### src/rtl/osc_ui_pkg.sv
// Shared types and default parameter sets for the oscilloscope mouse UI.
// Packed per-channel vectors hold channel 0 in the LSBs.
package osc_ui_pkg;

    typedef enum logic {
        IDLE = 1'b0,
        LOCK = 1'b1
    } ui_state_t;

    localparam int CH_TRIG_CLK = 0;
    localparam int CH_TRIG     = 1;
    localparam int CH_ADC      = 2;

    localparam logic [3*12-1:0] ZONE_EDGE_DEF = {12'd1000, 12'd700, 12'd300};
    localparam logic [3*19-1:0] INIT_DEF      = {19'h00800, 19'h1B580, 19'h01F80};
    localparam logic [3*12-1:0] VMIN_DEF      = {12'd13, 12'd0, 12'd0};
    localparam logic [3*12-1:0] VMAX_DEF      = {12'd4095, 12'd2054, 12'd4095};

endpackage

### src/rtl/sat_step.sv
// One signed add/clamp of a fixed-point accumulator against integer limits.
// Reports whether the result had to be clamped.
module sat_step #(
    parameter int VAL_W  = 12,
    parameter int FRAC_W = 7,
    parameter int COARSE = 10
) (
    input  logic [VAL_W+FRAC_W-1:0] i_acc,
    input  logic                    i_up,
    input  logic                    i_coarse,
    input  logic [VAL_W-1:0]        i_vmin,
    input  logic [VAL_W-1:0]        i_vmax,
    output logic [VAL_W+FRAC_W-1:0] o_acc,
    output logic                    o_clamped
);

    localparam int ACC_W = VAL_W + FRAC_W;
    localparam int SUM_W = ACC_W + 2;

    logic signed [SUM_W-1:0] w_cur;
    logic signed [SUM_W-1:0] w_mag;
    logic signed [SUM_W-1:0] w_sum;
    logic signed [SUM_W-1:0] w_lo;
    logic signed [SUM_W-1:0] w_hi;

    always_comb begin
        w_cur = $signed({2'b00, i_acc});
        w_mag = i_coarse ? SUM_W'(COARSE) : SUM_W'(1);
        w_lo  = $signed({2'b00, i_vmin, {FRAC_W{1'b0}}});
        w_hi  = $signed({2'b00, i_vmax, {FRAC_W{1'b1}}});
        w_sum = i_up ? (w_cur + w_mag) : (w_cur - w_mag);
        // NOTE: outputs get a default before the branches so no latch is inferred.
        o_acc     = w_sum[ACC_W-1:0];
        o_clamped = 1'b0;
        if (w_sum < w_lo) begin
            o_acc     = w_lo[ACC_W-1:0];
            o_clamped = 1'b1;
        end else if (w_sum > w_hi) begin
            o_acc     = w_hi[ACC_W-1:0];
            o_clamped = 1'b1;
        end
    end

endmodule

### src/rtl/mouse_param_ctrl.sv
// Mouse-driven fixed-point setting accumulators: zone select, saturating steps,
// repeat lockout with early release, and step/saturation status.
module mouse_param_ctrl
    import osc_ui_pkg::*;
#(
    parameter int                          N_CH      = 3,
    parameter int                          VAL_W     = 12,
    parameter int                          FRAC_W    = 7,
    parameter int                          COARSE    = 10,
    parameter int                          HOLD_CYC  = 100_000,
    parameter logic [N_CH*12-1:0]          ZONE_EDGE = ZONE_EDGE_DEF,
    parameter int                          Y_MIN     = 0,
    parameter int                          Y_MAX     = 4095,
    parameter logic [N_CH*(VAL_W+FRAC_W)-1:0] INIT   = INIT_DEF,
    parameter logic [N_CH*VAL_W-1:0]       VMIN      = VMIN_DEF,
    parameter logic [N_CH*VAL_W-1:0]       VMAX      = VMAX_DEF
) (
    input  logic                        clk,
    input  logic                        rst,
    input  logic                        left_mouse,
    input  logic                        right_mouse,
    input  logic                        middle_mouse,
    input  logic [11:0]                 xpos,
    input  logic [11:0]                 ypos,
    output logic [N_CH*VAL_W-1:0]       value,
    output logic [$clog2(N_CH+1)-1:0]   active_ch,
    output logic                        step_pulse,
    output logic [N_CH-1:0]             sat_flag
);

    localparam int ACC_W = VAL_W + FRAC_W;
    localparam int CH_W  = $clog2(N_CH + 1);
    localparam int IDX_W = (N_CH > 1) ? $clog2(N_CH) : 1;
    localparam int CNT_W = (HOLD_CYC > 1) ? $clog2(HOLD_CYC) : 1;

    ui_state_t        r_state;
    logic [CNT_W-1:0] r_cnt;
    logic [ACC_W-1:0] r_acc [N_CH];
    logic             r_pulse;
    logic [N_CH-1:0]  r_sat;

    logic [12:0]      w_yrel;
    logic             w_yin;
    logic [CH_W-1:0]  w_zone;
    logic [IDX_W-1:0] w_sel;
    logic             w_req;
    logic [VAL_W-1:0] w_vmin;
    logic [VAL_W-1:0] w_vmax;
    logic [ACC_W-1:0] w_acc_next;
    logic             w_clamped;

    always_comb begin
        // Window test as one unsigned range check; ypos below Y_MIN wraps high.
        w_yrel = {1'b0, ypos} - 13'(Y_MIN);
        w_yin  = (w_yrel <= 13'(Y_MAX - Y_MIN));
        w_zone = CH_W'(N_CH);
        if (w_yin) begin
            for (int k = N_CH - 1; k >= 0; k--) begin
                if (xpos < ZONE_EDGE[k*12 +: 12]) w_zone = CH_W'(k);
            end
        end
        w_sel  = (w_zone < CH_W'(N_CH)) ? IDX_W'(w_zone) : '0;
        w_req  = (left_mouse ^ right_mouse) && (w_zone < CH_W'(N_CH));
        w_vmin = VMIN[w_sel*VAL_W +: VAL_W];
        w_vmax = VMAX[w_sel*VAL_W +: VAL_W];
    end

    sat_step #(
        .VAL_W  (VAL_W),
        .FRAC_W (FRAC_W),
        .COARSE (COARSE)
    ) u_sat_step (
        .i_acc     (r_acc[w_sel]),
        .i_up      (right_mouse),
        .i_coarse  (middle_mouse),
        .i_vmin    (w_vmin),
        .i_vmax    (w_vmax),
        .o_acc     (w_acc_next),
        .o_clamped (w_clamped)
    );

    always_ff @(posedge clk or posedge rst) begin
        if (rst) begin
            r_state <= IDLE;
            r_cnt   <= '0;
            r_pulse <= 1'b0;
            r_sat   <= '0;
            // NOTE: the accumulator bank is reset because each entry must start at its INIT value.
            for (int k = 0; k < N_CH; k++) r_acc[k] <= INIT[k*ACC_W +: ACC_W];
        end else begin
            // NOTE: non-blocking assignments so every branch sees the pre-edge state.
            r_pulse <= 1'b0;
            case (r_state)
                IDLE: begin
                    if (w_req) begin
                        r_acc[w_sel] <= w_acc_next;
                        r_sat[w_sel] <= w_clamped;
                        r_pulse      <= 1'b1;
                        r_cnt        <= '0;
                        r_state      <= LOCK;
                    end
                end
                LOCK: begin
                    r_cnt <= r_cnt + 1'b1;
                    if (!left_mouse && !right_mouse) begin
                        r_state <= IDLE;
                    end else if (r_cnt == CNT_W'(HOLD_CYC - 1)) begin
                        r_state <= IDLE;
                    end
                end
                default: r_state <= IDLE;
            endcase
        end
    end

    for (genvar k = 0; k < N_CH; k++) begin : g_value
        assign value[k*VAL_W +: VAL_W] = r_acc[k][ACC_W-1:FRAC_W];
    end

    assign active_ch  = w_zone;
    assign step_pulse = r_pulse;
    assign sat_flag   = r_sat;

endmodule

### config.mk
export PLATFORM = sky130hd
export DESIGN_NAME = mouse_param_ctrl
export DESIGN_NICKNAME = d
export VERILOG_FILES = /design/src/rtl/osc_ui_pkg.sv /design/src/rtl/sat_step.sv /design/src/rtl/mouse_param_ctrl.sv
export SDC_FILE = /design/constraint.sdc
export NUM_CORES = 1
export LEC_CHECK = 0
export ABC_CLOCK_PERIOD_IN_PS = 5550
export BUFFER_PORTS_ARGS = -buffer_cell sky130_fd_sc_hd__buf_2
export CORE_ASPECT_RATIO = 1.2
export CORE_MARGIN = 1.5
export CORE_UTILIZATION = 45
export DETAILED_ROUTE_END_ITERATION = 7
export PLACE_DENSITY = 0.64
export SYNTH_ARGS = -nofsm -noshare
export SYNTH_HDL_FRONTEND = slang
export SYNTH_SLANG_ARGS = --single-unit
### constraint.sdc
create_clock -name clk -period 5.55 [get_ports clk]
set_input_delay 0.8325 -clock clk [delete_from_list [all_inputs] [get_ports clk]]
set_output_delay 0.8325 -clock clk [all_outputs]
set_load 0.02 [all_outputs]
==> out/summary.txt, run 1 <==
largest family of logic cells by synthesized area: compound AO/OA/AOI/OAI gates
WL/cell: 18.5 um
Max clock buf depth: 2
WP depth: 30
Synth top area share: 29.9%
clk_skew: 0.00733 ns
status: finished, violations left
chip height: 124 um
synth unique cells: 71
pre-CTS WS: -1.32 ns
router iterations before antenna repair: 5
top post-synthesis cells by area: dfrtp_1, dfstp_2, ha_1
Simple-Gate Fraction of Synth Area: 18.9%
Final Max Slew Viols: 0
Vias: 5174
Synth Area in Adders: 6.94%
pwr/cell area: 552 nW/um^2
first-pass GRT wire length: 25.9 mm
peak supply drop: 0.000370 V
max-cap check violation count: 0
Power Total: 4.09 mW
Register-to-Register Path Depth: 24
post-DR vias/cell: 5.76
Most common cell on crit path: buf_4
initial cell density of the core: 46.7%
CTS tree: built
instance count of the mapped netlist: 601
Core Footprint: 11700 sq um
Final Wtd Congestion: 1.01
FMAX: 0.157 GHz
largest net degree at the start of global routing: 43
leading area contributor after synthesis: dfrtp_1
CP max FO: 8
xor and xnor fraction of the mapped netlist area: 2.41%
fin area: 7410 sq um
Syn Nets: 659
register bit count reported by yosys: 79
clock buffer count from CTS: 9
Iteration-0 DRC Markers: 225
DP HPWL: 11.9 mm
Fin. Hold Viols: 0
Hold Path Depth: 2
EDFF count, synth: 0
Period minus WS final: 6.35 ns
Die Area: 12800 sq um
final net count: 795
setup TNS: -44.16 ns
Synth Area in Compound Gates: 21.5%
DRT antenna net count: 0
period utilisation layout: 114%
Largest delay share family, worst path: compound AO/OA/AOI/OAI gates
Hold WS: 0.475 ns
Setup crit start kind: input port
Port Buffers: 56
Overall Global Routing Usage: 27.0%
Buf+Inv Stages, Crit Path: 5
failing checks: negative setup slack
DR DRC count: 0
number of global-route vias before repair: 5214
crit path DAT: 6.60 ns
Root Driver: clkbuf_16
min-delay worst type: reg2reg
Max stage delay on crit path: 0.42 ns
Hold Buf Count CTS: 0
DIE WIDTH: 103 um
grt ovf: 0
setup slack after layout: -0.802 ns
Tightest Pin Transition: 0.964 ns
Pleak: 3.38 nW
Top-Level Pins: 71
ys flop type: dfrtp_1
RSZ-0062 raised after global routing: true
Async SR Flop Fraction: 100%
post-synthesis sequential area ratio: 36.6%
Clock Latency Late Sink: 0.35 ns
Synth warnings: 0
WL final: 16.6 mm
Reg clk slew, reported paths: 0.06 ns
syn_area_per_cell: 9.06 sq um
depth of the CTS H-tree: 3
CP Class: in2reg
layout cells sized above 1: 43.7%
clk sinks: 79
endpoints failing setup: 60
Cell Area, Synth: 5450 sq um
Placed Area: 6390 sq um
mux contribution to synthesized area: 4.73%
crit end category: flip-flop
row count: 43
synthesis-to-layout area growth: 36.1%
Max transition margin: 35.0%
antenna violations before repair: 0
CP max-delay cell: a221o_2
CP required: 5.80 ns
antenna diode count: 0
-- state kept, by name, indices dropped and copies added, names as in the netlist --
signal,count
r_state,1
sat_flag,3
r_cnt,17
value,36
r_acc,21
step_pulse,1
-- worst paths after layout --
path	from	endpoint	slack, ns
min in group asynchronous	rst	r_acc[44]	0.64
hold reg to reg	r_acc[0]	r_acc[0]	0.47
max in group asynchronous	rst	value[17]	3.86
setup reg to reg	r_acc[0]	value[25]	0.47
hold / removal	r_acc[0]	r_acc[0]	0.47
setup / recovery	xpos[3]	value[25]	-0.80
-- cells in the mapped netlist, drive strengths merged, types with 5 or more instances --
cell type / instances
nor3: 7
nor4: 7
o21bai: 7
buf: 47
o211ai: 5
nand4: 11
nor2b: 6
a21o: 9
xnor2: 10
a21oi: 11
mux2i: 23
o31ai: 22
o32ai: 5
dfstp: 14
ha: 27
or3: 5
dfrtp: 65
nand3: 27
o21ai: 62
and3: 10
nand2: 90
xor2: 5
nor2: 25
o2bb2ai: 13
clkbuf: 15
inv: 18
-- kinds of logic after synthesis --
family | count (synthesis)
muxes | 24
adders and majority gates | 29
xor gates and xnor gates | 15
buffers and inverters | 81
and+or+nand+nor | 210
DFF | 79
AOI/OAI and AO/OA | 163
-- worst register-to-register path, stage by stage, from the launching register on --
cell and delay (ns):
dfrtp_1 0.37, mux2i_1 0.15, nor2_1 0.06, a21o_1 0.17, inv_1 0.06, ha_2 0.16
inv_2 0.05, fa_2 0.37, or2_4 0.24, o221a_4 0.28, nor4_4 0.25, buf_4 0.17
nand4_1 0.12, o31ai_2 0.14, xor2_1 0.29, ha_1 0.23, nand4_1 0.28, nor3b_2 0.41
a2111oi_4 0.09, o21ai_2 0.20, o31ai_4 0.12, nand2_4 0.15, and2_4 0.34, nor2_4 0.08
o31ai_1 0.24
-- metrics by stage --
step	cells	util (%)
3_5_place_dp	858	54.8
2_1_floorplan	601	-
4_1_cts	894	61.2
6_report	899	63.5
3_3_place_gp	858	54.8
5_1_grt	899	63.5
-- area by class of cell --
cell class | count | area, sq um
flip-flops and latches | 79 | 1990
fillers | 963 | 4260
clock buffers | 11 | 243
repair buffers | 186 | 1290
inverters | 19 | 71.3
well taps | 157 | 196
multi-input cells | 442 | 3520
clock inverters | 5 | 106
-- timing repair --
item	in CTS	in global routing
buffers inserted	19	6
cloned	1	0
endpoints found under the setup margin	60	60
endpoints found under the hold margin	0	0
resized for setup	71	48
pin swaps	31	30
-- per-layer routing --
| layer | share of wire (%) | global-route usage (%) |
|---|---|---|
| met1 | 40 | 30.7 |
| met2 | 53 | 48.7 |
| met3 | 3.9 | 5.03 |
| met4 | 2.9 | 12.0 |
| met5 | 0 | 0 |
-- report_power, final --
part	leakage, nW	switching, mW	total, mW	internal (mW)
Clock	0.166	0.244	0.697	0.453
Sequential	1.02	0.138	0.914	0.776
Combinational	2.20	1.35	2.48	1.13
-- layout by cell type (no fill, tap or decap), types with 6 or more instances in the layout --
cell type,count
ha_1,25
xnor2_1,9
a21o_1,9
dfrtp_1,65
a21oi_1,6
o2bb2ai_1,10
buf_4,126
o21ai_2,24
o21ai_0,16
and3_1,8
clkbuf_16,9
nand3_1,24
inv_1,15
o21ai_1,22
mux2i_1,22
nand2_1,86
nand4_1,11
o31ai_1,10
nor2_1,12
buf_2,55
o31ai_2,7
dfstp_2,14
nor2_4,10
Note: power is estimated with default switching activity, not from simulation.
==> inputs of run 2 (changes only) <==
--- a/config.mk
+++ b/config.mk
@@ -8,7 +8,7 @@
 export ABC_CLOCK_PERIOD_IN_PS = 5550
 export BUFFER_PORTS_ARGS = -buffer_cell sky130_fd_sc_hd__buf_2
 export CORE_ASPECT_RATIO = 1.2
-export CORE_MARGIN = 1.5
+export CORE_MARGIN = 2
 export CORE_UTILIZATION = 45
 export DETAILED_ROUTE_END_ITERATION = 7
 export PLACE_DENSITY = 0.64
==> out/summary.txt, run 2 (synthesis gave the netlist of run 1 again) <==
status: finished, violations left
failing checks: negative setup slack
antenna diode count: 0 (unchanged)
DP Cell Count: 857 (-0.12%)
CTS tree: built
Die Area: 13000 sq um (+1.8%)
WL/cell: 18.5 um (-0.10%)
Fin. Hold Viols: 0 (unchanged)
Vias: 5117 (-1.1%)
Setup crit start kind: input port
final net count: 777 (-2.3%)
Tightest Pin Transition: 1.02 ns (+0.0575 ns)
post-DR vias/cell: 5.78 (+0.46%)
Max stage delay on crit path: 0.42 ns (about the same)
Clock Latency Late Sink: 0.34 ns (about the same)
CP required: 5.79 ns (about the same)
CP Class: in2reg
Root Driver: clkbuf_16
first-pass GRT wire length: 25.8 mm (-0.59%)
FILL cells: 1020 (+5.9%)
Overall Global Routing Usage: 24.7% (-2.3 points)
Iteration-0 DRC Markers: 257 (+14%)
DRT antenna net count: 0 (unchanged)
number of global-route vias before repair: 5226 (+0.23%)
peak supply drop: 0.000460 V (+24%)
commonest non-fill, non-tap cell in the layout: buf_4
most frequent cells in the layout: buf_4, nand2_1, dfrtp_1
initial cell density of the core: 45.6% (-1.1 points)
Power Total: 4.04 mW (-1.2%)
CP max-delay cell: a221o_2
grt ovf: 0 (unchanged)
Placed Area: 6390 sq um (about the same)
max-cap check violation count: 0 (unchanged)
register area: 1990 sq um (unchanged)
period utilisation layout: 110% (-4.0 points)
pwr/cell area: 549 nW/um^2 (-0.43%)
largest net degree at the start of global routing: 80 (+86%)
setup slack after layout: -0.581 ns (+0.221 ns)
Pleak: 3.33 nW (-1.5%)
Non-Filler Instances: 885 (-1.6%)
RSZ-0062 raised after global routing: true
crit end category: flip-flop
clk sinks: 79 (unchanged)
Core Footprint: 11900 sq um (+2.3%)
WL final: 16.4 mm (-1.7%)
DP HPWL: 11.6 mm (-2.3%)
Largest delay share family, worst path: compound AO/OA/AOI/OAI gates
CP max FO: 8 (unchanged)
min-delay worst type: reg2reg
antenna violations before repair: 0 (unchanged)
Multi-input gate area: 3540 sq um (+0.53%)
Final Wtd Congestion: 0.963 (-5.0%)
clock buffer count from CTS: 9 (unchanged)
DIE WIDTH: 104 um (+0.97%)
depth of the CTS H-tree: 3 (unchanged)
layout cells sized above 1: 42.1% (-1.5 points)
max reg flops: 36 (unchanged)
Period minus WS final: 6.13 ns (-0.221 ns)
chip height: 125 um (+0.81%)
Reg clk slew, reported paths: 0.06 ns (about the same)
Hold Buf Count CTS: 0 (unchanged)
crit path DAT: 6.38 ns (-0.22 ns)
synthesis-to-layout area growth: 35.1%
post-route core utilization: 61.6% (-1.9 points)
Max clock buf depth: 2 (unchanged)
fin area: 7360 sq um (-0.73%)
Top-Level Pins: 71 (unchanged)
Hold WS: 0.465 ns (-0.0100 ns)
Port Buffers: 56 (unchanged)
FMAX: 0.163 GHz (+3.6%)
DR DRC count: 0 (unchanged)
router iterations before antenna repair: 5 (unchanged)
Final Max Slew Viols: 0 (unchanged)
row count: 44 (+2.3%)
endpoints failing setup: 60 (unchanged)
clk_skew: 0.00850 ns (+0.00117 ns)
Max transition margin: 31.9% (-3.2 points)
Buf+Inv Stages, Crit Path: 6 (+1)
## run 2: cell count changes in the layout (fill, tap and decap cells not counted), sizes merged
cell    delta
buf       -18
clkinv     +1
clkbuf     -1
## run 2: where the power goes
group	total, mW	switching (mW)	internal, mW
clock	0.693	0.239	0.454
combinational	2.44	1.34	1.09
sequential	0.916	0.139	0.776
## run 2: final cells by class
class                           count  share of cell area (%)
Clock buffer                       10                    3.25
Inverter                           19                   0.986
Tap cell                          161                    2.74
Timing Repair Buffer              168                    16.3
Clock inverter                      6                    1.56
Multi-Input combinational cell    442                    48.0
Sequential cell                    79                    27.1
## run 2: worst register-to-register path, stage by stage, from the launching register on
cell       delay, ns
dfrtp_1         0.38
mux2i_1         0.14
nor2_1          0.06
a21o_1          0.17
inv_1           0.06
ha_2            0.16
inv_2           0.04
fa_2            0.33
or2_1           0.26
o221a_4         0.30
nor4_4          0.17
buf_4           0.16
nand4_1         0.12
o31ai_4         0.13
xor2_2          0.12
ha_1            0.32
nand4_1         0.21
buf_4           0.21
nor3b_4         0.20
a2111oi_4       0.07
o21ai_2         0.21
o31ai_4         0.13
nand2_4         0.16
and2_4          0.31
nor2_4          0.09
o31ai_2         0.23
## run 2: final timing paths
check	endpoint	slack, ns	start	cells past startpoint
worst max-delay path	value[13]	-0.58	xpos[3]	32
worst min-delay path	r_acc[21]	0.46	r_acc[21]	2
worst max register to register	value[13]	0.73	r_acc[0]	25
worst min register to register	r_acc[21]	0.46	r_acc[21]	2
max in group asynchronous	r_cnt[6]	4.09	rst	3
min in group asynchronous	r_acc[24]	0.82	rst	3
## run 2: per-stage QoR
stage	setup WS (ns)	setup TNS [ns]
2_1_floorplan	-1.09	-57.76
3_3_place_gp	-1.23	-69.35
3_5_place_dp	-1.37	-76.55
4_1_cts	-0.586	-31.21
5_1_grt	-0.857	-47.25
6_report	-0.581	-30.81
## run 2: repair_timing
action / CTS / global route
resized for setup: 76 / 49
setup buffers: 7 / 4
endpoints found under the hold margin: 0 / 0
gates cloned: 1 / 0
pin swaps: 27 / 29
setup endpoints to repair: 60 / 60
## run 2: routing by layer
metal | share of wire [%] | track usage (%) | vias to the layer above
met5 | 0 | 0 | -
met4 | 4.0 | 12.6 | 0
met3 | 4.2 | 4.40 | 46
met2 | 53 | 43.7 | 181
met1 | 39 | 28.3 | 2503
li1 | - | - | 2387
==> inputs of run 3 (changes only) <==
--- a/config.mk
+++ b/config.mk
@@ -9,9 +9,9 @@
 export BUFFER_PORTS_ARGS = -buffer_cell sky130_fd_sc_hd__buf_2
 export CORE_ASPECT_RATIO = 1.2
 export CORE_MARGIN = 2
-export CORE_UTILIZATION = 45
+export CORE_UTILIZATION = 30
 export DETAILED_ROUTE_END_ITERATION = 7
-export PLACE_DENSITY = 0.64
+export PLACE_DENSITY = 0.46
 export SYNTH_ARGS = -nofsm -noshare
 export SYNTH_HDL_FRONTEND = slang
 export SYNTH_SLANG_ARGS = --single-unit
==> out/summary.txt, run 3 (synthesis gave the netlist of run 1 again) <==
Pleak: 3.31 nW (-0.68%)
Final Max Slew Viols: 0 (unchanged)
post-DR vias/cell: 5.12 (-11%)
uppermost layer routed: met4
Vias: 4930 (-3.7%)
setup slack, reg-to-reg: 0.66 ns (-0.07 ns)
FMAX: 0.162 GHz (-0.96%)
Tightest Pin Transition: 0.840 ns (-0.182 ns)
CP required: 5.78 ns (about the same)
reg2reg start: r_acc[0]
layout cells sized above 1: 40.2% (-1.9 points)
Hold Buf Count CTS: 0 (unchanged)
synthesis-to-layout area growth: 33.6%
DRT antenna net count: 0 (unchanged)
FF-to-FF End: value[25]
Register-to-Register Path Depth: 22 (-12%)
router iterations before antenna repair: 4 (-1)
DIE WIDTH: 127 um (+22%)
Reg clk slew, reported paths: 0.06 ns (about the same)
failing checks: negative setup slack
Fin. Hold Viols: 0 (unchanged)
max-cap check violation count: 0 (unchanged)
Top-Level Pins: 71 (unchanged)
Largest delay share family, worst path: compound AO/OA/AOI/OAI gates
CTS tree: built
fin area: 7280 sq um (-1.1%)
antenna diode count: 0 (unchanged)
FILL cells: 1829 (+79%)
CP max-delay cell: or4_1
crit end category: flip-flop
clk sinks: 79 (unchanged)
most frequent cells in the layout: buf_4, nand2_1, dfrtp_1
antenna violations before repair: 0 (unchanged)
crit path DAT: 6.42 ns (+0.04 ns)
largest net degree at the start of global routing: 50 (-38%)
Final Wtd Congestion: 0.873 (-9.4%)
first-pass GRT wire length: 27.0 mm (+4.8%)
WL final: 16.8 mm (+2.9%)
Period minus WS final: 6.19 ns (+0.0592 ns)
clk_skew: 0.00803 ns (-0.000464 ns)
Overall Global Routing Usage: 17.9% (-6.8 points)
metal2 WL: 8.67 mm (+0.72%)
peak supply drop: 0.000274 V (-40%)
clock buffer count from CTS: 9 (unchanged)
Max transition margin: 43.4% (+12 points)
CP Class: in2reg
endpoints failing setup: 60 (unchanged)
period utilisation layout: 112% (+1.1 points)
Placed Area: 6450 sq um (+0.92%)
setup TNS: -35.68 ns (-4.88 ns)
WP depth: 28 (-13%)
met3 wire length: 414 um (-40%)
Clock Latency Late Sink: 0.35 ns (about the same)
Port Buffers: 56 (unchanged)
DR DRC count: 0 (unchanged)
Iteration-0 DRC Markers: 213 (-17%)
Core Footprint: 18000 sq um (+50%)
number of global-route vias before repair: 5088 (-2.6%)
Max stage delay on crit path: 0.57 ns (+0.15 ns)
Hold Crit Endpoint: value[21]
Max clock buf depth: 2 (unchanged)
WL/cell: 17.5 um (-5.3%)
Most common cell on crit path: a21oi_1
Root Driver: clkbuf_16
chip height: 152 um (+22%)
Setup crit start kind: input port
grt ovf: 0 (unchanged)
depth of the CTS H-tree: 3 (unchanged)
min-delay worst type: reg2reg
setup slack after layout: -0.640 ns (-0.0592 ns)
CP max FO: 8 (unchanged)
row count: 54 (+23%)
Die Area: 19300 sq um (+48%)
initial cell density of the core: 30.3% (-15 points)
Worst Hold Launch: value[21]
RSZ-0062 raised after global routing: true
commonest non-fill, non-tap cell in the layout: buf_4
final net count: 791 (+1.8%)
pwr/cell area: 530 nW/um^2 (-3.5%)
met1 wire length: 7.44 mm (+16%)
max reg flops: 36 (unchanged)
DP HPWL: 12.9 mm (+11%)
Buf+Inv Stages, Crit Path: 4 (-2)
Hold Path Depth: 2 (unchanged)
status: finished, violations left
run 3: routing by layer:
metal | up-vias | GRT usage (%)
met4 | 0 | 5.93
met1 | 2406 | 21.8
met2 | 82 | 32.2
met5 | - | 0
met3 | 21 | 3.09
li1 | 2421 | -
run 3: final cells by class:
| class | count | area [sq um] | area share [%] |
|---|---|---|---|
| Multi-Input combinational cell | 442 | 3370 | 46.3 |
| Sequential cell | 79 | 1990 | 27.4 |
| Timing Repair Buffer | 182 | 1280 | 17.7 |
| Tap cell | 224 | 280 | 3.85 |
| Clock buffer | 11 | 243 | 3.34 |
| Inverter | 19 | 72.6 | 0.997 |
| Clock inverter | 5 | 33.8 | 0.464 |
run 3: worst reg2reg max path, cell delays in order, from the launching register on:
cell and delay [ns]:
dfrtp_1 0.39, mux2i_1 0.15, nor2_1 0.06, a21o_1 0.17, inv_1 0.06, ha_2 0.16, inv_2 0.04, fa_2 0.34
or2_4 0.27, o221a_4 0.30, nor4_4 0.17, nand2_2 0.12, o32ai_4 0.30, xor2_1 0.13, ha_1 0.33, nand4_1 0.18
nor4_2 0.32, nand4_1 0.21, o31ai_4 0.34, nand2_4 0.16, and2_4 0.29, nor2_4 0.18, o31ai_1 0.09
run 3: how the worst max path moves through the flow:
| stage | startpoint | endpoint | slack (ns) |
|---|---|---|---|
| 2_1_floorplan | xpos[3] | value[30] | -1.09 |
| 3_3_place_gp | xpos[3] | value[25] | -1.24 |
| 3_5_place_dp | xpos[3] | value[25] | -1.20 |
| 4_1_cts | xpos[2] | r_acc[4] | -0.58 |
| 5_1_grt | xpos[2] | value[25] | -0.92 |
| 6_report | xpos[2] | value[25] | -0.64 |
run 3: what timing repair did:
action | 4_1_cts | 5_1_grt
setup endpoints to repair | 60 | 60
pin swaps | 27 | 8
setup buffers | 20 | 6
gates resized for setup | 78 | 17
cloned | 1 | 0
run 3: where the power goes:
group / leakage (nW) / internal (mW) / switching, mW
registers: 1.02 / 0.776 / 0.135
clock network: 0.132 / 0.314 / 0.244
logic: 2.16 / 1.11 / 1.27
total: 3.31 / 2.20 / 1.65
run 3: per-stage QoR:
step	utilization [%]	instances	hold slack [ns]	setup WS (ns)	power, mW
floorplan	-	601	0.448	-1.09	2.21
global placement	35.9	919	0.464	-1.24	2.95
detailed placement	35.9	919	0.475	-1.20	2.98
CTS	39.8	956	0.473	-0.577	3.81
global route	40.5	962	0.483	-0.917	4.14
finish	40.5	962	0.472	-0.640	3.86
